==> src/rtl/pattern_gen_if.sv <==
// pattern_gen_if: line request / register bundle and pixel stream.
// master issues requests and modes, slave returns pixels.
interface pattern_gen_if;
  logic        SLCT_OUT_REQ;
  logic [1:0]  REG_SELECT;
  logic [1:0]  REG_MODE;
  logic        PG_DVLD;
  logic [15:0] PG_DATA;
  logic        PG_LINE_END;
  logic        PG_FRAME_END;

  modport master (
    output SLCT_OUT_REQ, REG_SELECT, REG_MODE,
    input  PG_DVLD, PG_DATA, PG_LINE_END, PG_FRAME_END
  );

  modport slave (
    input  SLCT_OUT_REQ, REG_SELECT, REG_MODE,
    output PG_DVLD, PG_DATA, PG_LINE_END, PG_FRAME_END
  );
endinterface

==> src/rtl/pattern_gen.sv <==
// pattern_gen: bars / checkerboard / grey-ramp line generator.
// Define PATTERN_GEN_SCROLL_EN for per-frame horizontal scroll.
module pattern_gen #(
  parameter int P_LINE     = 800,
  parameter int P_ROW      = 600,
  parameter int P_BAR_NUM  = 8,
  parameter int P_CHK_SIZE = 100
) (
  input  logic         CLK_40M,
  input  logic         SYS_RST,
  pattern_gen_if.slave pg
);
  localparam int BW  = P_LINE / P_BAR_NUM;
  localparam int HW  = P_ROW / P_BAR_NUM;
  localparam int GW  = P_LINE / 16;
  localparam int CK  = P_CHK_SIZE;
  localparam int XW  = $clog2(P_LINE + 1);
  localparam int YW  = (P_ROW > 1) ? $clog2(P_ROW) : 1;
  localparam int BWW = (BW > 1) ? $clog2(BW) : 1;
  localparam int HWW = (HW > 1) ? $clog2(HW) : 1;
  localparam int GWW = (GW > 1) ? $clog2(GW) : 1;
  localparam int CKW = (CK > 1) ? $clog2(CK) : 1;

  typedef enum logic [1:0] {S_IDLE, S_PEND, S_LINE} state_t;

  state_t         state_q, state_d;
  logic           en, req_ok, step;
  logic           last_x, last_y, wrap_x;
  logic [1:0]     mode_q;
  logic [11:0]    rgb;

  logic [XW-1:0]  xc;
  logic [BWW-1:0] vb_rem, vb_rem_n, st_vb_rem;
  logic [2:0]     vb_idx, vb_idx_n, st_vb_idx;
  logic [CKW-1:0] ck_rem, ck_rem_n, st_ck_rem;
  logic           ck_par, ck_par_n, st_ck_par;
  logic [GWW-1:0] gr_rem, gr_rem_n, st_gr_rem;
  logic [3:0]     gr_idx, gr_idx_n, st_gr_idx;

  logic [YW-1:0]  y;
  logic [HWW-1:0] hb_rem;
  logic [2:0]     hb_idx;
  logic [CKW-1:0] yck_rem;
  logic           yck_par;

  logic           dvld_q, lend_q, fend_q;
  logic [15:0]    data_q;

  assign pg.PG_DVLD      = dvld_q;
  assign pg.PG_DATA      = data_q;
  assign pg.PG_LINE_END  = lend_q;
  assign pg.PG_FRAME_END = fend_q;

  assign en     = pg.REG_SELECT == 2'b10;
  assign req_ok = en && pg.SLCT_OUT_REQ &&
                  state_q == S_IDLE && !dvld_q;
  assign step   = state_q == S_LINE && en;
  assign last_x = xc == XW'(P_LINE - 1);
  assign last_y = y == YW'(P_ROW - 1);

  always_ff @(posedge CLK_40M or posedge SYS_RST) begin
    if (SYS_RST) state_q <= S_IDLE;
    else         state_q <= state_d;
  end

  always_comb begin
    state_d = state_q;
    unique case (state_q)
      S_IDLE:  if (req_ok) state_d = S_PEND;
      S_PEND:  state_d = en ? S_LINE : S_IDLE;
      S_LINE:  if (!en || last_x) state_d = S_IDLE;
      default: state_d = S_IDLE;
    endcase
  end

  always_comb begin
    vb_rem_n = vb_rem + 1'b1;
    vb_idx_n = vb_idx;
    ck_rem_n = ck_rem + 1'b1;
    ck_par_n = ck_par;
    gr_rem_n = gr_rem + 1'b1;
    gr_idx_n = gr_idx;
    if (vb_rem == BWW'(BW - 1)) begin
      vb_rem_n = '0;
      vb_idx_n = vb_idx + 1'b1;
    end
    if (ck_rem == CKW'(CK - 1)) begin
      ck_rem_n = '0;
      ck_par_n = ~ck_par;
    end
    if (gr_rem == GWW'(GW - 1)) begin
      gr_rem_n = '0;
      gr_idx_n = gr_idx + 1'b1;
    end
    // scrolled x passes P_LINE-1: restart every index at column 0
    if (wrap_x) begin
      vb_rem_n = '0;
      vb_idx_n = '0;
      ck_rem_n = '0;
      ck_par_n = 1'b0;
      gr_rem_n = '0;
      gr_idx_n = '0;
    end
  end

`ifdef PATTERN_GEN_SCROLL_EN
  logic [XW-1:0]  xs, off, off_n;
  logic [BWW-1:0] off_vb_rem, off_vb_rem_n;
  logic [2:0]     off_vb_idx, off_vb_idx_n;
  logic [CKW-1:0] off_ck_rem, off_ck_rem_n;
  logic           off_ck_par, off_ck_par_n;
  logic [GWW-1:0] off_gr_rem, off_gr_rem_n;
  logic [3:0]     off_gr_idx, off_gr_idx_n;

  assign wrap_x    = xs == XW'(P_LINE - 1);
  assign st_vb_rem = off_vb_rem;
  assign st_vb_idx = off_vb_idx;
  assign st_ck_rem = off_ck_rem;
  assign st_ck_par = off_ck_par;
  assign st_gr_rem = off_gr_rem;
  assign st_gr_idx = off_gr_idx;

  always_comb begin
    off_n        = off + XW'(4);
    off_vb_rem_n = off_vb_rem + BWW'(4);
    off_vb_idx_n = off_vb_idx;
    off_ck_rem_n = off_ck_rem + CKW'(4);
    off_ck_par_n = off_ck_par;
    off_gr_rem_n = off_gr_rem + GWW'(4);
    off_gr_idx_n = off_gr_idx;
    if (int'(off_vb_rem) + 4 >= BW) begin
      off_vb_rem_n = BWW'(int'(off_vb_rem) + 4 - BW);
      off_vb_idx_n = off_vb_idx + 1'b1;
    end
    if (int'(off_ck_rem) + 4 >= CK) begin
      off_ck_rem_n = CKW'(int'(off_ck_rem) + 4 - CK);
      off_ck_par_n = ~off_ck_par;
    end
    if (int'(off_gr_rem) + 4 >= GW) begin
      off_gr_rem_n = GWW'(int'(off_gr_rem) + 4 - GW);
      off_gr_idx_n = off_gr_idx + 1'b1;
    end
    if (off == XW'(P_LINE - 4)) begin
      off_n        = '0;
      off_vb_rem_n = '0;
      off_vb_idx_n = '0;
      off_ck_rem_n = '0;
      off_ck_par_n = 1'b0;
      off_gr_rem_n = '0;
      off_gr_idx_n = '0;
    end
  end

  always_ff @(posedge CLK_40M or posedge SYS_RST) begin
    if (SYS_RST) begin
      xs         <= '0;
      off        <= '0;
      off_vb_rem <= '0;
      off_vb_idx <= '0;
      off_ck_rem <= '0;
      off_ck_par <= 1'b0;
      off_gr_rem <= '0;
      off_gr_idx <= '0;
    end else begin
      if (state_q == S_PEND) xs <= off;
      else if (step)         xs <= wrap_x ? '0 : xs + 1'b1;
      if (step && last_x && last_y) begin
        off        <= off_n;
        off_vb_rem <= off_vb_rem_n;
        off_vb_idx <= off_vb_idx_n;
        off_ck_rem <= off_ck_rem_n;
        off_ck_par <= off_ck_par_n;
        off_gr_rem <= off_gr_rem_n;
        off_gr_idx <= off_gr_idx_n;
      end
    end
  end
`else
  assign wrap_x    = 1'b0;
  assign st_vb_rem = '0;
  assign st_vb_idx = '0;
  assign st_ck_rem = '0;
  assign st_ck_par = 1'b0;
  assign st_gr_rem = '0;
  assign st_gr_idx = '0;
`endif

  function automatic logic [11:0] bar_rgb(input logic [2:0] i);
    logic [11:0] c;
    case (i)
      3'd0: c = 12'hFFF;
      3'd1: c = 12'h000;
      3'd2: c = 12'hFF0;
      3'd3: c = 12'hF0F;
      3'd4: c = 12'h0FF;
      3'd5: c = 12'hF00;
      3'd6: c = 12'h0F0;
      3'd7: c = 12'h00F;
    endcase
    return c;
  endfunction

  always_comb begin
    rgb = '0;
    unique case (mode_q)
      2'd0: rgb = bar_rgb(vb_idx);
      2'd1: rgb = bar_rgb(hb_idx);
      2'd2: rgb = (ck_par ^ yck_par) ? 12'h000 : 12'hFFF;
      2'd3: rgb = {gr_idx, gr_idx, gr_idx};
    endcase
  end

  always_ff @(posedge CLK_40M or posedge SYS_RST) begin
    if (SYS_RST) begin
      mode_q  <= '0;
      xc      <= '0;
      vb_rem  <= '0;
      vb_idx  <= '0;
      ck_rem  <= '0;
      ck_par  <= 1'b0;
      gr_rem  <= '0;
      gr_idx  <= '0;
      y       <= '0;
      hb_rem  <= '0;
      hb_idx  <= '0;
      yck_rem <= '0;
      yck_par <= 1'b0;
      dvld_q  <= 1'b0;
      data_q  <= '0;
      lend_q  <= 1'b0;
      fend_q  <= 1'b0;
    end else begin
      if (req_ok && y == '0) mode_q <= pg.REG_MODE;
      if (state_q == S_PEND) begin
        xc     <= '0;
        vb_rem <= st_vb_rem;
        vb_idx <= st_vb_idx;
        ck_rem <= st_ck_rem;
        ck_par <= st_ck_par;
        gr_rem <= st_gr_rem;
        gr_idx <= st_gr_idx;
      end else if (step) begin
        xc     <= xc + 1'b1;
        vb_rem <= vb_rem_n;
        vb_idx <= vb_idx_n;
        ck_rem <= ck_rem_n;
        ck_par <= ck_par_n;
        gr_rem <= gr_rem_n;
        gr_idx <= gr_idx_n;
      end
      if (step && last_x) begin
        if (last_y) begin
          y       <= '0;
          hb_rem  <= '0;
          hb_idx  <= '0;
          yck_rem <= '0;
          yck_par <= 1'b0;
        end else begin
          y <= y + 1'b1;
          if (hb_rem == HWW'(HW - 1)) begin
            hb_rem <= '0;
            hb_idx <= hb_idx + 1'b1;
          end else begin
            hb_rem <= hb_rem + 1'b1;
          end
          if (yck_rem == CKW'(CK - 1)) begin
            yck_rem <= '0;
            yck_par <= ~yck_par;
          end else begin
            yck_rem <= yck_rem + 1'b1;
          end
        end
      end
      dvld_q <= step;
      data_q <= step ? {4'h0, rgb} : 16'h0000;
      lend_q <= step && last_x;
      fend_q <= step && last_x && last_y;
    end
  end
endmodule

==> src/flat_wrapper.sv <==
// flat-port wrapper written by rule: the top's interface ports become plain ports
module pattern_gen_flat 
#(
  parameter int P_LINE     = 800,
  parameter int P_ROW      = 600,
  parameter int P_BAR_NUM  = 8,
  parameter int P_CHK_SIZE = 100
)
  (CLK_40M, SYS_RST, pg_SLCT_OUT_REQ, pg_REG_SELECT, pg_REG_MODE, pg_PG_DVLD, pg_PG_DATA, pg_PG_LINE_END, pg_PG_FRAME_END);
  pattern_gen_if pg_i ();
  input  logic CLK_40M;
  input  logic SYS_RST;
  input wire logic [$bits(pg_i.SLCT_OUT_REQ)-1:0] pg_SLCT_OUT_REQ;
  input wire logic [$bits(pg_i.REG_SELECT)-1:0] pg_REG_SELECT;
  input wire logic [$bits(pg_i.REG_MODE)-1:0] pg_REG_MODE;
  output wire logic [$bits(pg_i.PG_DVLD)-1:0] pg_PG_DVLD;
  output wire logic [$bits(pg_i.PG_DATA)-1:0] pg_PG_DATA;
  output wire logic [$bits(pg_i.PG_LINE_END)-1:0] pg_PG_LINE_END;
  output wire logic [$bits(pg_i.PG_FRAME_END)-1:0] pg_PG_FRAME_END;
  assign pg_i.SLCT_OUT_REQ = pg_SLCT_OUT_REQ;
  assign pg_i.REG_SELECT = pg_REG_SELECT;
  assign pg_i.REG_MODE = pg_REG_MODE;
  assign pg_PG_DVLD = pg_i.PG_DVLD;
  assign pg_PG_DATA = pg_i.PG_DATA;
  assign pg_PG_LINE_END = pg_i.PG_LINE_END;
  assign pg_PG_FRAME_END = pg_i.PG_FRAME_END;
  pattern_gen #(.P_LINE(P_LINE), .P_ROW(P_ROW), .P_BAR_NUM(P_BAR_NUM), .P_CHK_SIZE(P_CHK_SIZE)) u_core (.CLK_40M(CLK_40M), .SYS_RST(SYS_RST), .pg(pg_i));
endmodule
==> config.mk <==
export PLATFORM = sky130hd
export DESIGN_NAME = pattern_gen_flat
export DESIGN_NICKNAME = d
export VERILOG_FILES = /design/src/rtl/pattern_gen_if.sv /design/src/rtl/pattern_gen.sv /design/src/flat_wrapper.sv
export SDC_FILE = /design/constraint.sdc
export NUM_CORES = 1
export LEC_CHECK = 0
export CORE_MARGIN = 1.5
export CORE_UTILIZATION = 31
export CTS_CLUSTER_DIAMETER = 150
export CTS_CLUSTER_SIZE = 24
export DETAILED_ROUTE_END_ITERATION = 7
export PLACE_DENSITY = 0.49
export SETUP_SLACK_MARGIN = 0.5
export SLEW_MARGIN = 20
export SYNTH_ARGS = -nofsm -noshare
export SYNTH_HDL_FRONTEND = slang
export SYNTH_SLANG_ARGS = --single-unit
==> constraint.sdc <==
create_clock -name CLK_40M -period 3.8 [get_ports CLK_40M]
set_input_delay 0.76 -clock CLK_40M [delete_from_list [all_inputs] [get_ports CLK_40M]]
set_output_delay 0.76 -clock CLK_40M [all_outputs]
set_load 0.005 [all_outputs]
==> flow_summary.yaml, run 1 <==
sta:
  final-setup-viol-count: 0
  max_freq_mhz: 408.0
  period_needed_ns: 2.451
  setup_tns_ns: 0
  worst_slew_pin_slew_ns: 0.8765
  skew_ns: 0.006103
  maxSlewViolCount: 0
  hold_ws_ns: 0.4999
  slew-limit-headroom: 0.4140
  hold_viol_final: 0
  final.setup.worst_slack_ns: 1.349
  fin_crit_sh: 0.6450
  rsz0062_at_grt: "false"
final_layout:
  diodes: 0
  areaGrowthSynthToFinish_pct: 15.80
  final_core_util: 0.3655
  fillCellCount: 1363
  seq_area_sq_um: 2127
  layout-drive-gt1-share: 0.07036
  fin_nets: 492
  stdcell_area_sq_um: 5054
  stdcell_count: 649
  multi_input_area_sq_um: 2053
critical_path:
  reg2reg_from: "u_core.y[1]$_DFFE_PP0P_"
  rr_worst_depth: 5
  worstSetupPathType: "in -> reg"
  regToRegSetupSlack_ns: 1.40
  cp_max_fo: 23
  crit_path_start_kind: "input port"
  end_kind: "register"
  cp.required_ns: 4.02
  r2r_end: "u_core.yck_par$_DFFE_PP0P_"
  cp.arrival_ns: 2.68
  critPathLaunch: "pg_REG_SELECT[0]"
cts:
  ctsHoldBuffers: 0
  cts_tree: "built"
  cts_max_path_buffers: 2
  postCtsSetupRepairBufs: 0
  clkSinkCount: 85
  post_cts_resized: 0
  clock_latency_ns: 0.34
  path_clk_slew_ns: 0.06
  clock-root-buffer: "clkbuf_16"
  cts_inserted_buffers: 9
  htreeDepth: 3
placement:
  dp.cells: 633
  port_buffers: 21
  dpl_worst_slack_ns: 0.9956
  routabilityCongestion: 0.7570
  dp_hpwl_um: 6183
  placed_area_sq_um: 4742
global_routing:
  grt_pass1_vias: 3201
  grt_pass1_wl_um: 15570
  track_usage: 0.1316
  grt-ovfl-total: 0
  grt_max_degree: 34
  antenna_found_initial: 0
floorplanning:
  fp-row-count: 43
  io_pins: 26
  dieArea_sq_um: 14800
  fp.coreArea_sq_um: 13830
  die_w_um: 121.7
  initial_core_util: 0.3156
  die_h_um: 121.7
flow_run:
  cap_violations: 0
power_and_ir_drop:
  fin_total_pwr_mw: 1.871
  p_per_area_nw_per_um2: 370.2
  peakVddDrop_uv: 207.0
  p_leak_nw: 2.316
detailed_routing:
  drt_iter0_markers: 174
  drc: 0
  ant_nets: 0
  viasPerCell: 5.000
  routedWlPerCell_um: 13.86
  drt_first_pass_iters: 6
  wirelength_um: 8995
  vias: 3245
synth:
  yosysTopAreaCell: "dfrtp_1"
  synth_top_family_by_area: "simple AND/OR/NAND/NOR gates"
  synth_compound_area_frac: 0.1325
  synth.top_cell.area_share: 0.4874
  synth_flop_cell: "dfrtp_1"
  synthArstFlopShare: 1.000
  synth.area.top_cells: "dfrtp_1 49%, ha_1 6.0%, o21ai_0 4.2%"
  muxShareOfSynthArea: 0.02179
  ys_seq_area_frac: 0.4874
  synth-xor-area-share: 0.04817
  yosys_warnings: 0
  synthSimpleGateAreaFrac: 0.2044
  postSynthAreaPerCell_sq_um: 9.829
  syn_area_sq_um: 4364
  synthCells: 444
  synthAdderAreaFrac: 0.06021
  ys_types: 51
  synth-edff-count: 0
  synth-seq-cells: 85
min_path:
  min_to: "u_core.xc[7]$_DFFE_PP0P_"
  holdCritStartpoint: "u_core.xc[7]$_DFFE_PP0P_"
  worstHoldPathCells: 1
  min_path_type: "reg -> reg"
run_status:
  status: "complete, no violations"
==> sequential cells by signal, indices dropped and copies added (netlist names) <==
name / flops
u_core.pg.PG_FRAME_END: 1
u_core.hb_rem: 7
u_core.state_q: 2
u_core.hb_idx: 3
u_core.gr_rem: 6
u_core.y: 10
u_core.yck_rem: 7
u_core.ck_rem: 7
u_core.ck_par: 1
u_core.vb_rem: 7
u_core.pg.PG_LINE_END: 1
u_core.vb_idx: 3
u_core.xc: 10
u_core.pg.PG_DATA: 12
u_core.pg.PG_DVLD: 1
u_core.yck_par: 1
u_core.mode_q: 2
u_core.gr_idx: 4
==> final cells by class <==
type / instances / share of cell area
clock buffers: 11 / 0.05001
flip-flops and latches: 85 / 0.4209
repair buffers: 28 / 0.05199
well taps: 180 / 0.04457
inverters: 18 / 0.01461
multi-input cells: 322 / 0.4063
clock inverters: 5 / 0.01164
==> cell families (layout without fill, tap and decap cells) <==
logic type	Yosys count	in the layout
multiplexers	9	9
AO/OA/AOI/OAI	96	96
flip-flops	85	85
AND/OR/NAND/NOR	168	168
buffers and inverters	40	62
XOR/XNOR	24	24
adder cells (fa/ha/maj)	21	21
other	1	4
==> critical path: stages <==
cell and delay, ns:
clkdlybuf4s50_1 0.40, nand4bb_1 0.18, buf_4 0.18, clkinv_4 0.16, nand4_4 0.10, inv_1 0.41
nand4_1 0.17, mux2_2 0.30
==> report_power, final <==
group          leakage [nW]  total (mW)  internal [mW]  switching, mW
registers              1.13       0.917          0.911        0.00610
logic                  1.04      0.0497         0.0157         0.0341
clock network         0.148       0.904          0.545          0.359
==> layer usage <==
layer | up-vias | GRT usage | share of wire
met3 | 11 | 0.03230 | 0.025
li1 | 1611 | - | -
met5 | - | 0 | 0
met1 | 1590 | 0.1782 | 0.49
met2 | 33 | 0.2080 | 0.47
met4 | 0 | 0.04044 | 0.015
==> worst max-delay path by stage <==
stage / end / depth (start not counted)
6_report: u_core.y[5]$_DFFE_PP0P_ / 8
5_1_grt: u_core.y[5]$_DFFE_PP0P_ / 8
4_1_cts: u_core.y[5]$_DFFE_PP0P_ / 8
3_5_place_dp: u_core.y[5]$_DFFE_PP0P_ / 8
3_3_place_gp: u_core.y[5]$_DFFE_PP0P_ / 8
2_1_floorplan: u_core.ck_par$_DFFE_PP0P_ / 1
==> placed cells by master (no fill, tap or decap), types with 6 or more instances in the layout <==
cell / synthesis / final
nand3_1: 26 / 26
xor2_1: 14 / 14
xnor2_1: 10 / 10
and3_1: 7 / 7
o21ai_0: 37 / 37
nor2_1: 32 / 32
a21oi_1: 24 / 24
inv_1: 17 / 16
nand2_1: 47 / 47
clkdlybuf4s50_1: 0 / 21
buf_4: 6 / 7
ha_1: 21 / 21
or3_1: 6 / 6
clkbuf_16: 0 / 9
dfrtp_1: 85 / 85
nand4_1: 10 / 10
==> synthesized netlist by cell type (6+ instances only) <==
master,instances
and3_1,7
nand4_1,10
ha_1,21
buf_2,8
a21oi_1,24
xor2_1,14
or3_1,6
nand3_1,26
nand2_1,47
clkbuf_1,6
dfrtp_1,85
xnor2_1,10
inv_1,17
buf_4,6
o21ai_0,37
nor2_1,32
No activity file was read; power rests on OpenSTA's default activity.
==> run 2, diff against run 1 <==
Clock period 3.8 ns to 2.4 ns, I/O delays scaled along.
==> run 2 against run 1 <==
Effect of this change:
- utilization increased by 1.1 points
- global-route usage up 0.29 points
- register-to-register slack got worse by 0.87 ns
- first-iteration DRC count shrank 2.3%
- worst setup slack got worse by 0.82 ns
- flip-flop and latch count stayed put
- non-clock buffer count rose by 9
==> flow_summary.yaml, run 2 (synthesis gave the netlist of run 1 again) <==
run_status:
  status: "complete, no violations"
global_routing:
  track_usage: 0.1345
  grt_max_degree: 33
  grt_pass1_wl_um: 15870
  antenna_found_initial: 0
  grt_pass1_vias: 3367
  grt-ovfl-total: 0
final_layout:
  largest_reg_flops: 12
  stdcell_count: 660
  final_core_util: 0.3762
  areaGrowthSynthToFinish_pct: 19.18
  final_cell_mix: "85 x dfrtp_1, 47 x nand2_1, 37 x o21ai_0, 31 x nor2_1, 25 x nand3_1"
  fin_nets: 503
  layout-drive-gt1-share: 0.1063
  layout.cells.most_common: "dfrtp_1"
  diodes: 0
floorplanning:
  fp-row-count: 43
  die_w_um: 121.7
  initial_core_util: 0.3156
  die_h_um: 121.7
  io_pins: 26
  fp.coreArea_sq_um: 13830
  dieArea_sq_um: 14800
sta:
  rsz0062_at_grt: "true"
  maxSlewViolCount: 0
  worst_slew_pin_slew_ns: 0.8647
  period_needed_ns: 1.870
  final.setup.worst_slack_ns: 0.5296
  slew-limit-headroom: 0.4224
  fin_crit_sh: 0.7793
  hold_viol_final: 0
  max_freq_mhz: 534.6
  skew_ns: 0.005972
  final-setup-viol-count: 0
detailed_routing:
  routedWlPerCell_um: 14.43
  drt_first_pass_iters: 5
  drt_iter0_markers: 170
  ant_nets: 0
  viasPerCell: 5.095
  drc: 0
  vias: 3363
  wirelength_um: 9525
power_and_ir_drop:
  switchingPower_mw: 0.6196
  p_per_area_nw_per_um2: 562.1
  fin_total_pwr_mw: 2.924
  clockPowerShare: 0.474
  p_leak_nw: 2.390
  p_sw_frac: 0.2119
  peakVddDrop_uv: 365.2
  seqPwrFrac: 0.497
  p_comb_frac: 0.029
  p_int_mw: 2.304
critical_path:
  regToRegSetupSlack_ns: 0.53
  crit_chain: "ha_1 -> and3_2 -> nand4_4 -> or4_1 -> o21ai_0"
  crit_path_start_kind: "register"
  crit_path_max_incr_delay_ns: 0.54
  cp.arrival_ns: 2.12
  cp_max_fo: 6
  end_kind: "register"
  worstSetupPathType: "reg -> reg"
  crit_slowest_cell: "or4_1"
  cp.required_ns: 2.65
cts:
  path_clk_slew_ns: 0.06
  cts_inserted_buffers: 9
  ctsHoldBuffers: 0
  clock_latency_ns: 0.33
  htreeDepth: 3
  clock-root-buffer: "clkbuf_16"
  cts_tree: "built"
  cts_max_path_buffers: 2
  clkSinkCount: 85
placement:
  dp_hpwl_um: 6393
  dp.cells: 641
  dpl_worst_slack_ns: -0.001811
  port_buffers: 21
  routabilityCongestion: 0.8211
flow_run:
  cap_violations: 0
min_path:
  min_path_type: "reg -> reg"
## run 2: final timing paths
path                                                from                            end  cells past startpoint
setup reg to reg                u_core.xc[0]$_DFFE_PP0P_   u_core.hb_idx[2]$_DFFE_PP0P_                      5
max in group asynchronous                        SYS_RST   u_core.vb_rem[3]$_DFFE_PP0P_                      3
hold reg to reg            u_core.state_q[0]$_DFFE_PP0P_  u_core.state_q[0]$_DFFE_PP0P_                      1
setup / recovery                u_core.xc[0]$_DFFE_PP0P_   u_core.hb_idx[2]$_DFFE_PP0P_                      5
hold / removal             u_core.state_q[0]$_DFFE_PP0P_  u_core.state_q[0]$_DFFE_PP0P_                      1
min in group asynchronous                        SYS_RST        u_core.y[1]$_DFFE_PP0P_                      2
## run 2: power by group through the flow
| stage | Sequential [mW] | Combinational (mW) | Clock (mW) |
|---|---|---|---|
| after floorplan | 1.48 | 0.0519 | 0 |
| after global placement | 1.48 | 0.0879 | 0 |
| after detailed placement | 1.48 | 0.0887 | 0 |
| after CTS | 1.45 | 0.0888 | 1.44 |
| after global routing | 1.45 | 0.101 | 1.49 |
| final | 1.45 | 0.0859 | 1.39 |
## run 2: metrics by stage
step	hold slack [ns]	TNS, ns	instance area (sq um)
CTS	0.4929	0	5147
global route	0.5242	0	5201
global placement	0.4745	0	4830
detailed placement	0.4845	-0.001811	4830
floorplan	0.4412	0	4379
finish	0.4926	0	5201
## run 2: repair_timing
| item | in CTS | in global routing |
|---|---|---|
| gates cloned | 1 | 1 |
| pin swaps | 1 | 0 |
| buffers inserted | 0 | 1 |
| resized for setup | 4 | 7 |
| setup endpoints to repair | 34 | 33 |
## run 2: layer usage
layer  wire length [um]  global-route usage  up-vias
li1                   -                   -     1639
met2               4477              0.2150       64
met3                301             0.02949        6
met1               4688              0.1843     1654
met4                 57             0.03603        0
met5                  0                   0        -
## run 2: cell type report
type                            count  area (sq um)
Clock buffer                       12         246.5
Clock inverter                      4         47.55
Fill cell                        1384          8626
Inverter                           18         76.32
Multi-Input combinational cell    324          2123
Sequential cell                    85          2127
Tap cell                          180         225.2
Timing Repair Buffer               37         355.3
## run 2: worst max-delay path: cells and delay by family (launching register included)
family / cells / cell delay [ns]
flops: 1 / 0.39
fa+ha+maj: 1 / 0.21
compound gates: 1 / 0.09
simple gates: 3 / 1.09
==> run 3, diff against run 2 <==
Clock period 2.4 ns to 2 ns, I/O delays scaled along.
==> run 3 against run 2 <==
Effect of this change:
- via count grew 2.1%
- global-route usage increased by 0.88 points
- sequential share of layout area is 4.2 points lower
- clock power rose by 9%
- first-iteration DRC count shrank 15%
- critical path depth grew 1
- sequential power rose by 20%
- design area increased by 12%
- non-clock buffer count rose by 37
- highest routed layer unchanged
- die area stayed put
- critical endpoint is now u_core.hb_idx[0]$_DFFE_PP0P_
==> flow_summary.yaml, run 3 (synthesis gave the netlist of run 1 again) <==
global_routing:
  grt_pass1_wl_um: 16660
  grt-ovfl-total: 0
  grt_max_degree: 86
  grt_pass1_vias: 3427
  track_usage: 0.1433
  antenna_found_initial: 0
final_layout:
  areaGrowthSynthToFinish_pct: 33.34
  seq_area_sq_um: 2133
  diodes: 0
  layout-drive-gt1-share: 0.2529
  final_cell_mix: "80 x dfrtp_1, 42 x nand2_1, 37 x buf_4, 28 x nor2_1, 22 x nand3_1"
  multi_input_area_sq_um: 2392
  layout.cells.most_common: "dfrtp_1"
  stdcell_area_sq_um: 5819
  fillCellCount: 1316
  final_core_util: 0.4209
  largest_reg_flops: 12
  fin_nets: 538
cts:
  cts_max_path_buffers: 2
  clock_latency_ns: 0.34
  htreeDepth: 3
  cts_tree: "built"
  ctsHoldBuffers: 0
  clock-root-buffer: "clkbuf_16"
  path_clk_slew_ns: 0.06
  cts_inserted_buffers: 9
  clkSinkCount: 85
floorplanning:
  die_h_um: 121.7
  initial_core_util: 0.3156
  dieArea_sq_um: 14800
  io_pins: 26
  fp.coreArea_sq_um: 13830
  fp-row-count: 43
  die_w_um: 121.7
critical_path:
  cp.arrival_ns: 1.95
  crit_path_start_kind: "register"
  crit_chain: "ha_2 -> and3_4 -> nand4_4 -> buf_12 -> or4_1 -> o21ai_0"
  crit_slowest_cell: "or4_1"
  end_kind: "register"
  rr_worst_depth: 6
  worstSetupPathType: "reg -> reg"
  cp.required_ns: 2.27
  crit_path_max_incr_delay_ns: 0.50
  cp_max_fo: 17
run_status:
  status: "complete, no violations"
sta:
  final.setup.worst_slack_ns: 0.3137
  maxSlewViolCount: 0
  max_freq_mhz: 593.0
  skew_ns: 0.005077
  fin_crit_sh: 0.8432
  final-setup-viol-count: 0
  hold_viol_final: 0
  setup_tns_ns: 0
  rsz0062_at_grt: "true"
  period_needed_ns: 1.686
placement:
  placed_area_sq_um: 4923
  dp_hpwl_um: 6216
  port_buffers: 21
  dpl_worst_slack_ns: -0.1310
  routabilityCongestion: 0.7531
detailed_routing:
  wirelength_um: 9867
  vias: 3435
  drt_first_pass_iters: 5
  routedWlPerCell_um: 14.22
  ant_nets: 0
  drc: 0
  drt_iter0_markers: 145
  viasPerCell: 4.950
min_path:
  min_path_type: "reg -> reg"
  worstHoldPathCells: 1
power_and_ir_drop:
  fin_total_pwr_mw: 3.401
  p_per_area_nw_per_um2: 584.4
  p_leak_nw: 2.659
  peakVddDrop_uv: 381.6
flow_run:
  cap_violations: 0
-- run 3: path summary, 6_finish.rpt --
path | start | to | slack, ns
setup / recovery | u_core.xc[1]$_DFFE_PP0P_ | u_core.hb_idx[0]$_DFFE_PP0P_ | 0.31
hold / removal | u_core.xc[7]$_DFFE_PP0P_ | u_core.xc[7]$_DFFE_PP0P_ | 0.50
setup reg to reg | u_core.xc[1]$_DFFE_PP0P_ | u_core.hb_idx[0]$_DFFE_PP0P_ | 0.31
hold reg to reg | u_core.xc[7]$_DFFE_PP0P_ | u_core.xc[7]$_DFFE_PP0P_ | 0.50
max in group asynchronous | SYS_RST | u_core.vb_rem[1]$_DFFE_PP0P_ | 1.10
min in group asynchronous | SYS_RST | u_core.state_q[0]$_DFFE_PP0P_ | 0.55
-- run 3: timing repair --
item | in CTS | in global routing
endpoints found under the setup margin | 94 | 61
buffers inserted | 21 | 6
pin swaps | 12 | 28
cloned | 2 | 1
resized for setup | 65 | 53
-- run 3: worst max-delay path, delay by kind of cell (launching register included) --
family,cells,cell delay [ns]
simple gates,3,0.80
compound gates,1,0.08
flops,1,0.36
buf+inv,1,0.17
fa+ha+maj,1,0.19
-- run 3: metrics by stage --
step,hold WS (ns),std cells
global route,0.5274,694
CTS,0.4991,687
global placement,0.4862,649
detailed placement,0.4832,649
finish,0.4995,694
floorplan,0.4412,447
-- run 3: area by class of cell --
class | instances | share of cell area
clock buffer | 13 | 0.04300
clock inverter | 2 | 0.001720
inverter | 18 | 0.01312
multi-input combinational | 322 | 0.4111
sequential | 85 | 0.3666
tap | 180 | 0.03870
timing repair buffer | 74 | 0.1258
-- run 3: metal layers --
layer	vias to the layer above	routed length (um)	track usage
li1	1707	-	-
met5	-	0	0
met1	1683	4650	0.1793
met4	0	179	0.06544
met2	32	4819	0.2391
met3	13	217	0.02809
-- run 3: report_power, final --
group          internal (mW)  total [mW]  switching, mW
Combinational         0.0542       0.135         0.0811
Sequential              1.73        1.74         0.0114
Clock                  0.866        1.52          0.657
